<file path="config.mk">
export PLATFORM = sky130hd
export DESIGN_NAME = mbist_mem_responder_flat
export DESIGN_NICKNAME = d
export VERILOG_FILES = /design/src/rtl/mbist_mem_responder_if.sv /design/src/rtl/mbist_mem_responder.sv /design/src/flat_wrapper.sv
export SDC_FILE = /design/constraint.sdc
export NUM_CORES = 1
export LEC_CHECK = 0
export CAP_MARGIN = 25
export CORE_MARGIN = 2
export CORE_UTILIZATION = 55
export DETAILED_ROUTE_END_ITERATION = 10
export DONT_BUFFER_PORTS = 1
export PLACE_DENSITY = 0.7
export SLEW_MARGIN = 40
export SYNTH_ARGS = -nofsm -noshare
export SYNTH_HDL_FRONTEND = slang
export SYNTH_SLANG_ARGS = --single-unit
</file>
<file path="constraint.sdc">
create_clock -name clk -period 2.7 [get_ports clk]
set_clock_uncertainty 0.2 [all_clocks]
set_input_delay 0.27 -clock clk [delete_from_list [all_inputs] [get_ports clk]]
set_output_delay 0.27 -clock clk [all_outputs]
set_load 0.005 [all_outputs]
</file>
<file path="src/rtl/mbist_mem_responder_if.sv">
// Test bus between the BIST controller and the memory-side responder.
// The controller (master) drives address/op/data and the fault injector
// controls; the responder (slave) returns read data and status.
interface mbist_mem_responder_if #(
  parameter int unsigned AW = 4,
  parameter int unsigned DW = 8,
  parameter int unsigned CW = 2
);
  localparam int unsigned FBW = (DW > 1) ? $clog2(DW) : 1;

  logic [AW-1:0]  tas_in;
  logic [CW-1:0]  tcs_in;
  logic [DW-1:0]  tds_in;
  logic           fault_en;
  logic [AW-1:0]  fault_addr;
  logic [FBW-1:0] fault_bit;
  logic           fault_val;
  logic [DW-1:0]  mem_out;
  logic           mem_valid;
  logic           init_busy;
  logic [15:0]    op_count;

  modport master (
    output tas_in, tcs_in, tds_in, fault_en, fault_addr, fault_bit, fault_val,
    input  mem_out, mem_valid, init_busy, op_count
  );

  modport slave (
    input  tas_in, tcs_in, tds_in, fault_en, fault_addr, fault_bit, fault_val,
    output mem_out, mem_valid, init_busy, op_count
  );
endinterface

</file>
<file path="src/rtl/mbist_mem_responder.sv">
// Memory-side BIST responder: executes TCS ops on an internal array, returns
// registered read data, and can inject a single stuck-at bit fault.
module mbist_mem_responder #(
  parameter int unsigned   AW       = 4,
  parameter int unsigned   DW       = 8,
  parameter int unsigned   CW       = 2,
  parameter logic [DW-1:0] INIT_VAL = '0
) (
  input logic                 clk,
  input logic                 rst,
  mbist_mem_responder_if.slave bus
);
  localparam int unsigned   FBW      = (DW > 1) ? $clog2(DW) : 1;
  localparam logic [AW-1:0] LastAddr = '1;

  typedef enum logic {StInit, StReady} state_e;

  state_e        r_state;
  state_e        w_state_next;
  logic [AW-1:0] r_ic;
  logic [DW-1:0] r_mem [2**AW];
  logic [DW-1:0] r_mem_out;
  logic          r_mem_valid;
  logic [15:0]   r_op_count;

  logic          w_init_busy;
  logic          w_do_read;
  logic          w_do_write;
  logic          w_do_count;
  logic          w_bit_ok;
  logic          w_fault_hit;
  logic [DW-1:0] w_wdata;
  logic [DW-1:0] w_rdata;
  logic [1:0]    w_op;

  assign w_op = bus.tcs_in[1:0];

  // A fault_bit field wide enough to exceed DW needs an explicit range check.
  if ((2 ** FBW) == DW) begin : g_full_bit_range
    assign w_bit_ok = 1'b1;
  end else begin : g_part_bit_range
    assign w_bit_ok = (32'(bus.fault_bit) < DW);
  end

  assign w_fault_hit = bus.fault_en && w_bit_ok && (bus.tas_in == bus.fault_addr);

  // Fault overrides one bit on both the write and read path of the faulty cell.
  always_comb begin
    w_wdata = bus.tds_in;
    w_rdata = r_mem[bus.tas_in];
    if (w_fault_hit) begin
      w_wdata[bus.fault_bit] = bus.fault_val;
      w_rdata[bus.fault_bit] = bus.fault_val;
    end
  end

  // State register.
  always_ff @(posedge clk) begin
    if (!rst) r_state <= StInit;
    else      r_state <= w_state_next;
  end

  // Next state and per-cycle op decode.
  always_comb begin
    w_state_next = r_state;
    w_init_busy  = 1'b0;
    w_do_read    = 1'b0;
    w_do_write   = 1'b0;
    w_do_count   = 1'b0;
    unique case (r_state)
      StInit: begin
        w_init_busy = 1'b1;
        if (r_ic == LastAddr) w_state_next = StReady;
      end
      StReady: begin
        w_do_read  = w_op[1];
        w_do_write = w_op[0];
        w_do_count = (w_op != 2'b00);
      end
      default: w_state_next = StInit;
    endcase
  end

  // Initialisation write counter.
  always_ff @(posedge clk) begin
    if (!rst)             r_ic <= '0;
    else if (w_init_busy) r_ic <= r_ic + 1'b1;
  end

  // Array writes: INIT fill, then op writes. Contents are not reset.
  always_ff @(posedge clk) begin
    if (rst) begin
      if (w_init_busy)     r_mem[r_ic]       <= INIT_VAL;
      else if (w_do_write) r_mem[bus.tas_in] <= w_wdata;
    end
  end

  // Registered read port and saturating op counter.
  always_ff @(posedge clk) begin
    if (!rst) begin
      r_mem_out   <= '0;
      r_mem_valid <= 1'b0;
      r_op_count  <= '0;
    end else begin
      r_mem_valid <= w_do_read;
      if (w_do_read) r_mem_out <= w_rdata;
      if (w_do_count && (r_op_count != 16'hFFFF)) r_op_count <= r_op_count + 16'd1;
    end
  end

  assign bus.mem_out   = r_mem_out;
  assign bus.mem_valid = r_mem_valid;
  assign bus.init_busy = w_init_busy;
  assign bus.op_count  = r_op_count;
endmodule
</file>
<file path="src/flat_wrapper.sv">
// flat-port wrapper written by rule: the top's interface ports become plain ports
module mbist_mem_responder_flat 
#(
  parameter int unsigned   AW       = 4,
  parameter int unsigned   DW       = 8,
  parameter int unsigned   CW       = 2,
  parameter logic [DW-1:0] INIT_VAL = '0
)
  (clk, rst, bus_tas_in, bus_tcs_in, bus_tds_in, bus_fault_en, bus_fault_addr, bus_fault_bit, bus_fault_val, bus_mem_out, bus_mem_valid, bus_init_busy, bus_op_count);
  mbist_mem_responder_if #(.AW(AW), .DW(DW), .CW(CW)) bus_i ();
  input logic clk;
  input logic rst;
  input wire logic [$bits(bus_i.tas_in)-1:0] bus_tas_in;
  input wire logic [$bits(bus_i.tcs_in)-1:0] bus_tcs_in;
  input wire logic [$bits(bus_i.tds_in)-1:0] bus_tds_in;
  input wire logic [$bits(bus_i.fault_en)-1:0] bus_fault_en;
  input wire logic [$bits(bus_i.fault_addr)-1:0] bus_fault_addr;
  input wire logic [$bits(bus_i.fault_bit)-1:0] bus_fault_bit;
  input wire logic [$bits(bus_i.fault_val)-1:0] bus_fault_val;
  output wire logic [$bits(bus_i.mem_out)-1:0] bus_mem_out;
  output wire logic [$bits(bus_i.mem_valid)-1:0] bus_mem_valid;
  output wire logic [$bits(bus_i.init_busy)-1:0] bus_init_busy;
  output wire logic [$bits(bus_i.op_count)-1:0] bus_op_count;
  assign bus_i.tas_in = bus_tas_in;
  assign bus_i.tcs_in = bus_tcs_in;
  assign bus_i.tds_in = bus_tds_in;
  assign bus_i.fault_en = bus_fault_en;
  assign bus_i.fault_addr = bus_fault_addr;
  assign bus_i.fault_bit = bus_fault_bit;
  assign bus_i.fault_val = bus_fault_val;
  assign bus_mem_out = bus_i.mem_out;
  assign bus_mem_valid = bus_i.mem_valid;
  assign bus_init_busy = bus_i.init_busy;
  assign bus_op_count = bus_i.op_count;
  mbist_mem_responder #(.AW(AW), .DW(DW), .CW(CW), .INIT_VAL(INIT_VAL)) u_core (.clk(clk), .rst(rst), .bus(bus_i));
endmodule
</file>
==> results.yml, run 1 <==
setup_path:
  cp.required_ps: 2630
  critPathSlowestCell: "or3_1"
  cpPeakStageDelay_ps: 360
  worstSetupEndpointType: "flip-flop"
  regToRegStartpoint: "u_core.r_state"
  regToRegEndpoint: "u_core.r_mem[8][1]"
  crit_arrival_ps: 2110
  critPathCapture: "u_core.r_mem[8][1]"
  crit_start: "u_core.r_state"
  start_kind: "flip-flop"
  r2r_cells: 6
  crit_type: "reg2reg"
  cp_max_fo: 12
  path_cells: "buf_4 -> and3b_1 -> nor2_1 -> or3_1 -> nor2_1 -> buf_4"
  regToRegSetupSlack_ps: 520
clocking:
  insertion_delay_ps: 420
  cts.htree.levels: 4
  cts_tree: "done"
  cts.sinks: 158
  cts_resized: 0
  root_buffer: "clkbuf_16"
  post_cts_buffers: 0
  cts.clk_slew.worst_paths_ps: 60
  cts_max_path_buffers: 2
  cts-buffers-inserted: 17
  cts_hold_buf: 7
sta:
  setup_viol: 0
  fin_setup_tns_ps: 0
  max_freq_mhz: 460
  worst_pin_slew_ps: 768
  finalCriticalPeriod_ps: 2180
  rsz0062_at_grt: "false"
  hold_viol: 0
  finalWorstSetupSlack_ps: 524
  finalCritPeriodShare: 0.806
  relSlewSlack: 0.487
  maxSlewViolCount: 0
synthesis:
  ys_ff_latch: 158
  ys_async_sr_fraction: 0
  syn_nets: 478
  synth_cell_types: 53
  syn_area_um2: 6800
  ys.flop_type: "edfxtp_1"
  syn-instance-count: 451
  seq_area_frac_synth: 0.653
  syn-mean-instance-area_um2: 15.1
  synth_edf_count: 128
  ys_warn_count: 0
grt:
  grt_pass1_vias: 4082
  grt_max_degree: 38
  grtUsageTotal: 0.239
  grt_pass1_wl_um: 23100
  grt-ovfl-total: 0
  grt_antenna_before_repair: 0
placement:
  placed_cell_area_um2: 7080
  hpwlAfterDp_um: 9530
  place.gp.congestion: 0.923
  dp_slack_ps: 446
  io_buffers: 0
routing:
  wl_per_cell_um: 22.1
  post_drt_via_cell_ratio: 6.26
  antenna_left: 0
  wl_um: 14600
  route.vias.total: 4144
  dr.pass1.iters: 5
  drc: 0
  drtIter0Drc: 498
floorplan:
  io_pins: 51
  start_util: 0.564
  die_w_um: 115
  placementRows: 40
  die_h_um: 115
  die-area_um2: 13300
  coreArea_um2: 12100
layout:
  layout_common_cells: "edfxtp_1 (128), nand2_1 (32), nor2_1 (30), dfxtp_1 (30), buf_4 (26)"
  finalInstanceArea_um2: 7730
  fill_cells: 878
  nNetsFinal: 509
  n_antenna_cell: 0
  drive_gt1_frac: 0.168
  layout_commonest_cell: "edfxtp_1"
  syn_to_final_growth_pct: 13.7
power:
  p_per_area_nw_per_um2: 666
  peakVddDrop_mv: 0.345
  power_leakage_nw: 2.78
run:
  maxCapViolCount: 0
worst_hold_path:
  min-delay-path-class: "in2reg"
status:
  outcome: "complete, no violations"
worst min-delay path by stage:
stage                                  startpoint                      end  depth (start not counted)
after detailed placement                      rst   u_core.bus.op_count[9]                          1
after CTS                           bus_tcs_in[1]     u_core.bus.mem_valid                          2
after global placement                        rst   u_core.bus.op_count[9]                          1
final                                bus_fault_en    u_core.bus.mem_out[5]                          3
after global routing                 bus_fault_en    u_core.bus.mem_out[5]                          3
after floorplan           u_core.bus.op_count[15]  u_core.bus.op_count[15]                          2
synthesized netlist by cell type, types with 3 or more instances:
cell	count	area share
nor3_1	5	0.0037
nor4_1	3	0.0028
mux4_1	13	0.050
nand2b_1	4	0.0037
edfxtp_1	128	0.57
and2_1	3	0.0028
xor2_1	4	0.0051
or3_1	5	0.0046
nand2_1	32	0.018
buf_2	4	0.0029
nand4_1	6	0.0055
mux2i_1	5	0.0074
or4_1	4	0.0044
inv_1	7	0.0039
o21ai_1	3	0.0022
a21oi_1	16	0.012
nand3_1	15	0.011
o31a_1	4	0.0051
clkbuf_1	11	0.0061
mux4_2	19	0.063
xnor2_1	5	0.0064
o31ai_1	9	0.0099
a31o_1	5	0.0064
a22o_1	6	0.0077
nor2b_1	9	0.0083
a22oi_1	10	0.011
a31oi_1	6	0.0055
nor2_1	32	0.018
dfxtp_1	30	0.088
o21ai_0	15	0.011
registers in the layout, summed over array words and instances, names as in the netlist:
register and flops:
u_core.bus.mem_valid 1, u_core.bus.op_count 16, u_core.r_state 1, u_core.bus.mem_out 8, u_core.r_ic 4, u_core.r_mem 128
per-layer routing:
metal  part of all wire  vias up  track usage
met4              0.026        0       0.0924
met5                  0        -            0
met2               0.50      155        0.394
met3              0.056       33       0.0564
met1               0.42     2090        0.311
li1                   -     1866            -
logic make-up (layout without fill, tap and decap cells):
family                     after synthesis  count (layout)  synth area share
AOI/OAI and AO/OA                       85              85            0.0864
xor gates and xnor gates                 9               9            0.0116
adders and majority gates                2               2           0.00368
buffers and inverters                   29              72            0.0243
DFF                                    158             158             0.653
muxes                                   37              37             0.120
and+or+nand+nor                        131             131             0.100
critical path, delay by kind of cell (launching register included):
family / cells / cell delay [ps]
AND/OR/NAND/NOR: 4 / 930
buffers and inverters: 2 / 420
flip-flops: 1 / 340
cell type report:
| class | count | area (µm²) | area share |
|---|---|---|---|
| Timing Repair Buffer | 33 | 265 | 0.0343 |
| Clock inverter | 14 | 151 | 0.0196 |
| Tap cell | 168 | 210 | 0.0272 |
| Clock buffer | 17 | 425 | 0.0550 |
| Sequential cell | 158 | 4440 | 0.575 |
| Inverter | 8 | 30.0 | 0.00388 |
| Multi-Input combinational cell | 264 | 2210 | 0.285 |
where the power goes:
group	total (mW)	switching [mW]	internal, mW
combinational	0.179	0.0961	0.0826
clock	2.34	0.907	1.43
sequential	2.64	0.0105	2.63
through the flow:
stage | power, mW | hold WS (ps) | instances | utilization
after detailed placement | 2.85 | 197 | 624 | 0.587
after CTS | 5.18 | 0.823 | 662 | 0.641
final | 5.15 | 11.9 | 662 | 0.641
after floorplan | 2.84 | 272 | 451 | -
after global routing | 5.31 | 20.7 | 662 | 0.641
after global placement | 2.85 | 193 | 624 | 0.586
No activity file was read; power rests on OpenSTA's default activity.
==> run 2, diff against run 1 <==
PLACE_DENSITY = 0.73   (was 0.7)
clock period = 1.9 ns   (was 2.7 ns; I/O delays follow)
==> results.yml, run 2 (same netlist as run 1, synthesis figures left out) <==
grt:
  grtUsageTotal: 0.259
  grt-ovfl-total: 0
  grt_pass1_wl_um: 24600
  grt_pass1_vias: 4461
  grt_max_degree: 38
  grt_antenna_before_repair: 0
setup_path:
  path_cells: "nand3_4 -> mux2i_4 -> or3_4 -> nor2_4 -> buf_4"
  critPathSlowestCell: "or3_4"
  cp_max_fo: 7
  crit_type: "reg2reg"
  crit_arrival_ps: 1920
  start_kind: "flip-flop"
  cpPeakStageDelay_ps: 470
  crit_start: "u_core.r_state"
  worstSetupEndpointType: "flip-flop"
  regToRegStartpoint: "u_core.r_state"
  cp.required_ps: 1850
floorplan:
  die-area_um2: 13300
  die_w_um: 115
  coreArea_um2: 12100
  io_pins: 51
  start_util: 0.564
  die_h_um: 115
  placementRows: 40
sta:
  fin_hold_ws_ps: 13.6
  rsz0062_at_grt: "true"
  worst_pin_slew_ps: 709
  finalCritPeriodShare: 1.03
  maxSlewViolCount: 0
  fin_setup_tns_ps: -3810
  hold_viol: 0
  relSlewSlack: 0.526
  finalCriticalPeriod_ps: 1970
  finalWorstSetupSlack_ps: -66.5
  max_freq_mhz: 509
  setup_viol: 104
status:
  outcome: "complete, but fails checks"
  violations: "setup timing"
layout:
  layout_common_cells: "edfxtp_1 (128), buf_4 (51), nand2_1 (32)"
  n_antenna_cell: 0
  regArea_um2: 4450
  finalInstanceArea_um2: 8690
  layout_commonest_cell: "edfxtp_1"
  nNetsFinal: 566
  drive_gt1_frac: 0.321
  multiInputGateArea_um2: 2520
  largest_reg_flops: 128
  regMostFlops: "u_core.r_mem"
  syn_to_final_growth_pct: 27.8
  final_cells: 720
  fill_cells: 741
clocking:
  cts.sinks: 158
  insertion_delay_ps: 430
  cts-buffers-inserted: 17
  cts.clk_slew.worst_paths_ps: 60
  cts_tree: "done"
  cts_max_path_buffers: 2
  root_buffer: "clkbuf_16"
  cts.htree.levels: 4
routing:
  route.vias.total: 4491
  wl_per_cell_um: 23.2
  drtIter0Drc: 409
  antenna_left: 0
  post_drt_via_cell_ratio: 6.24
  drc: 0
  wl_um: 16700
  dr.pass1.iters: 5
placement:
  place.gp.congestion: 0.823
  place_inst: 665
  io_buffers: 0
  dp_slack_ps: -163
  hpwlAfterDp_um: 10800
  placed_cell_area_um2: 7690
power:
  power_leakage_nw: 3.12
  p_per_area_nw_per_um2: 857
  peakVddDrop_mv: 0.627
run:
  maxCapViolCount: 0
worst_hold_path:
  hp-start: "bus_tcs_in[1]"
  min-delay-path-class: "in2reg"
==> run 2: cell types whose count changed in the layout (fill, tap and decap cells not counted), moves of 6 or more <==
cell	delta
buf_6	+15
nor2_1	-15
dlygate4sd3_1	+6
buf_12	+10
a21oi_1	-6
nor2_4	+14
buf_4	+25
==> run 2: timing repair <==
| action | CTS | global route |
|---|---|---|
| gates resized for setup | 9 | 32 |
| hold buffers | 14 | 0 |
| endpoints found under the hold margin | 36 | 0 |
| pin swaps | 5 | 11 |
| setup endpoints to repair | 140 | 172 |
| buffers inserted | 4 | 5 |
==> run 2: per-stage QoR <==
step | utilization | power [mW]
2_1_floorplan | - | 4.06
3_3_place_gp | 0.638 | 4.12
3_5_place_dp | 0.638 | 4.13
4_1_cts | 0.704 | 7.46
5_1_grt | 0.721 | 7.64
6_report | 0.721 | 7.45
==> run 2: final timing paths <==
check	to	slack (ps)	cells past startpoint
setup / recovery	u_core.r_mem[15][6]	-70	5
hold reg to reg	u_core.bus.op_count[7]	290	1
hold / removal	u_core.bus.op_count[7]	10	3
setup reg to reg	u_core.r_mem[15][6]	-70	5
==> run 2: routing by layer <==
metal	up-vias	track usage	part of all wire
met2	193	0.408	0.50
met5	-	0	0
met4	0	0.134	0.036
met1	2269	0.334	0.40
met3	40	0.0706	0.066
li1	1989	-	-
==> run 2: final cells by class <==
type,instances,area share
Sequential cell,158,0.512
Multi-Input combinational cell,264,0.290
Timing Repair Buffer,90,0.103
Clock buffer,17,0.0489
Tap cell,168,0.0242
Clock inverter,15,0.0187
Inverter,8,0.00345
==> run 2: worst max-delay path, delay by kind of cell (launching register included) <==
kind          cells  cell delay (ps)
flops             1              370
mux               1              230
buf+inv           1              150
simple gates      3              730
==> run 2: report_power, final <==
part / switching [mW] / internal, mW
registers: 0.0134 / 3.73
clock network: 1.39 / 1.95
logic: 0.196 / 0.173
==> run 3, diff against run 2 <==
SKIP_LAST_GASP = 1   (was not set)
==> results.yml, run 3 (same netlist as run 1, synthesis figures left out) <==
setup_path:
  cp_max_fo: 7
  worstSetupEndpointType: "flip-flop"
  crit_arrival_ps: 1920
  start_kind: "flip-flop"
  r2r_cells: 5
  crit_type: "reg2reg"
  regToRegSetupSlack_ps: -60
  regToRegEndpoint: "u_core.r_mem[15][6]"
  cp.required_ps: 1850
  regToRegStartpoint: "u_core.r_state"
status:
  violations: "setup timing"
  outcome: "complete, but fails checks"
floorplan:
  coreArea_um2: 12100
  die-area_um2: 13300
  die_h_um: 115
  start_util: 0.564
  placementRows: 40
  die_w_um: 115
  io_pins: 51
power:
  p_comb_frac: 0.050
  peakVddDrop_mv: 0.628
  power_frac_clock: 0.448
  power_leakage_nw: 3.13
  p_int_mw: 5.85
  power.switching_mw: 1.60
  swShare: 0.215
  power_frac_seq: 0.502
  p_per_area_nw_per_um2: 857
  power_mw: 7.45
routing:
  wl_per_cell_um: 23.2
  wl_um: 16700
  post_drt_via_cell_ratio: 6.23
  dr.pass1.iters: 6
  antenna_left: 0
  drtIter0Drc: 606
  drc: 0
  route.vias.total: 4487
clocking:
  cts_max_path_buffers: 2
  cts.htree.levels: 4
  root_buffer: "clkbuf_16"
  cts_tree: "done"
  cts.clk_slew.worst_paths_ps: 60
  cts.sinks: 158
  cts-buffers-inserted: 17
  insertion_delay_ps: 430
placement:
  io_buffers: 0
  place.gp.congestion: 0.823
  dp_slack_ps: -163
  hpwlAfterDp_um: 10800
sta:
  rsz0062_at_grt: "true"
  fin_hold_ws_ps: 9.11
  finalCriticalPeriod_ps: 1960
  maxSlewViolCount: 0
  finalCritPeriodShare: 1.03
  relSlewSlack: 0.532
  finalWorstSetupSlack_ps: -64.6
  worst_pin_slew_ps: 699
  hold_viol: 0
  max_freq_mhz: 509
  setup_viol: 104
  fin_setup_tns_ps: -3490
layout:
  layout_commonest_cell: "edfxtp_1"
  regMostFlops: "u_core.r_mem"
  syn_to_final_growth_pct: 27.8
  drive_gt1_frac: 0.319
  nNetsFinal: 566
  n_antenna_cell: 0
  largest_reg_flops: 128
  layout_common_cells: "edfxtp_1 (128), buf_4 (51), nand2_1 (32)"
grt:
  grt-ovfl-total: 0
  grt_pass1_wl_um: 24600
  grt_antenna_before_repair: 0
  grt_pass1_vias: 4461
  grtUsageTotal: 0.259
  grt_max_degree: 38
worst_hold_path:
  holdPathStages: 3
  hp-start: "bus_tcs_in[1]"
  worstHoldEndpoint: "u_core.bus.op_count[7]"
  min-delay-path-class: "in2reg"
run:
  maxCapViolCount: 0
-- run 3: worst max path at each step --
| stage | startpoint | to | slack (ps) | cells after the start |
|---|---|---|---|---|
| final | u_core.r_state | u_core.r_mem[15][6] | -60 | 5 |
| after CTS | u_core.r_state | u_core.r_mem[15][1] | -40 | 5 |
| after floorplan | u_core.r_state | u_core.r_mem[0][0] | -80 | 5 |
| after detailed placement | bus_tas_in[0] | u_core.r_mem[0][2] | -160 | 5 |
| after global routing | u_core.r_state | u_core.r_mem[15][1] | -110 | 5 |
| after global placement | bus_tas_in[0] | u_core.r_mem[6][4] | -150 | 6 |
-- run 3: stage by stage --
stage / instances / util / area (µm²)
after global placement: 665 / 0.638 / 7690
after floorplan: 451 / - / 7010
after CTS: 715 / 0.704 / 8490
after global routing: 720 / 0.721 / 8690
after detailed placement: 665 / 0.638 / 7690
final: 720 / 0.721 / 8690
-- run 3: power groups by stage --
stage / clock network, mW / registers (mW) / logic [mW]
floorplan: 0 / 3.81 / 0.251
global placement: 0 / 3.81 / 0.305
detailed placement: 0 / 3.82 / 0.312
CTS: 3.38 / 3.74 / 0.343
global route: 3.52 / 3.74 / 0.386
finish: 3.34 / 3.74 / 0.369
-- run 3: layout make-up --
cell class | instances | area, µm²
clock inverter | 15 | 163
tap | 168 | 210
timing repair buffer | 90 | 895
fill | 742 | 3370
inverter | 8 | 30.0
multi-input combinational | 264 | 2520
clock buffer | 17 | 425
sequential | 158 | 4450
-- run 3: what timing repair did --
item	4_1_cts	5_1_grt
endpoints found under the setup margin	140	172
hold endpoints to repair	36	0
hold buffers	14	0
setup buffers	4	5
pin swaps	5	11
gates resized for setup	9	31
cloned	0	0
-- run 3: critical path, cell delays in order, from the launching register on --
cell and delay (ps):
dfxtp_4 370, nand3_4 130, mux2i_4 230, or3_4 480, nor2_4 130, buf_4 150
-- run 3: per-layer routing --
metal,share of wire,up-vias,GRT usage
li1,-,1992,-
met1,0.39,2245,0.334
met2,0.50,212,0.408
met3,0.072,38,0.0706
met4,0.033,0,0.134
met5,0,-,0
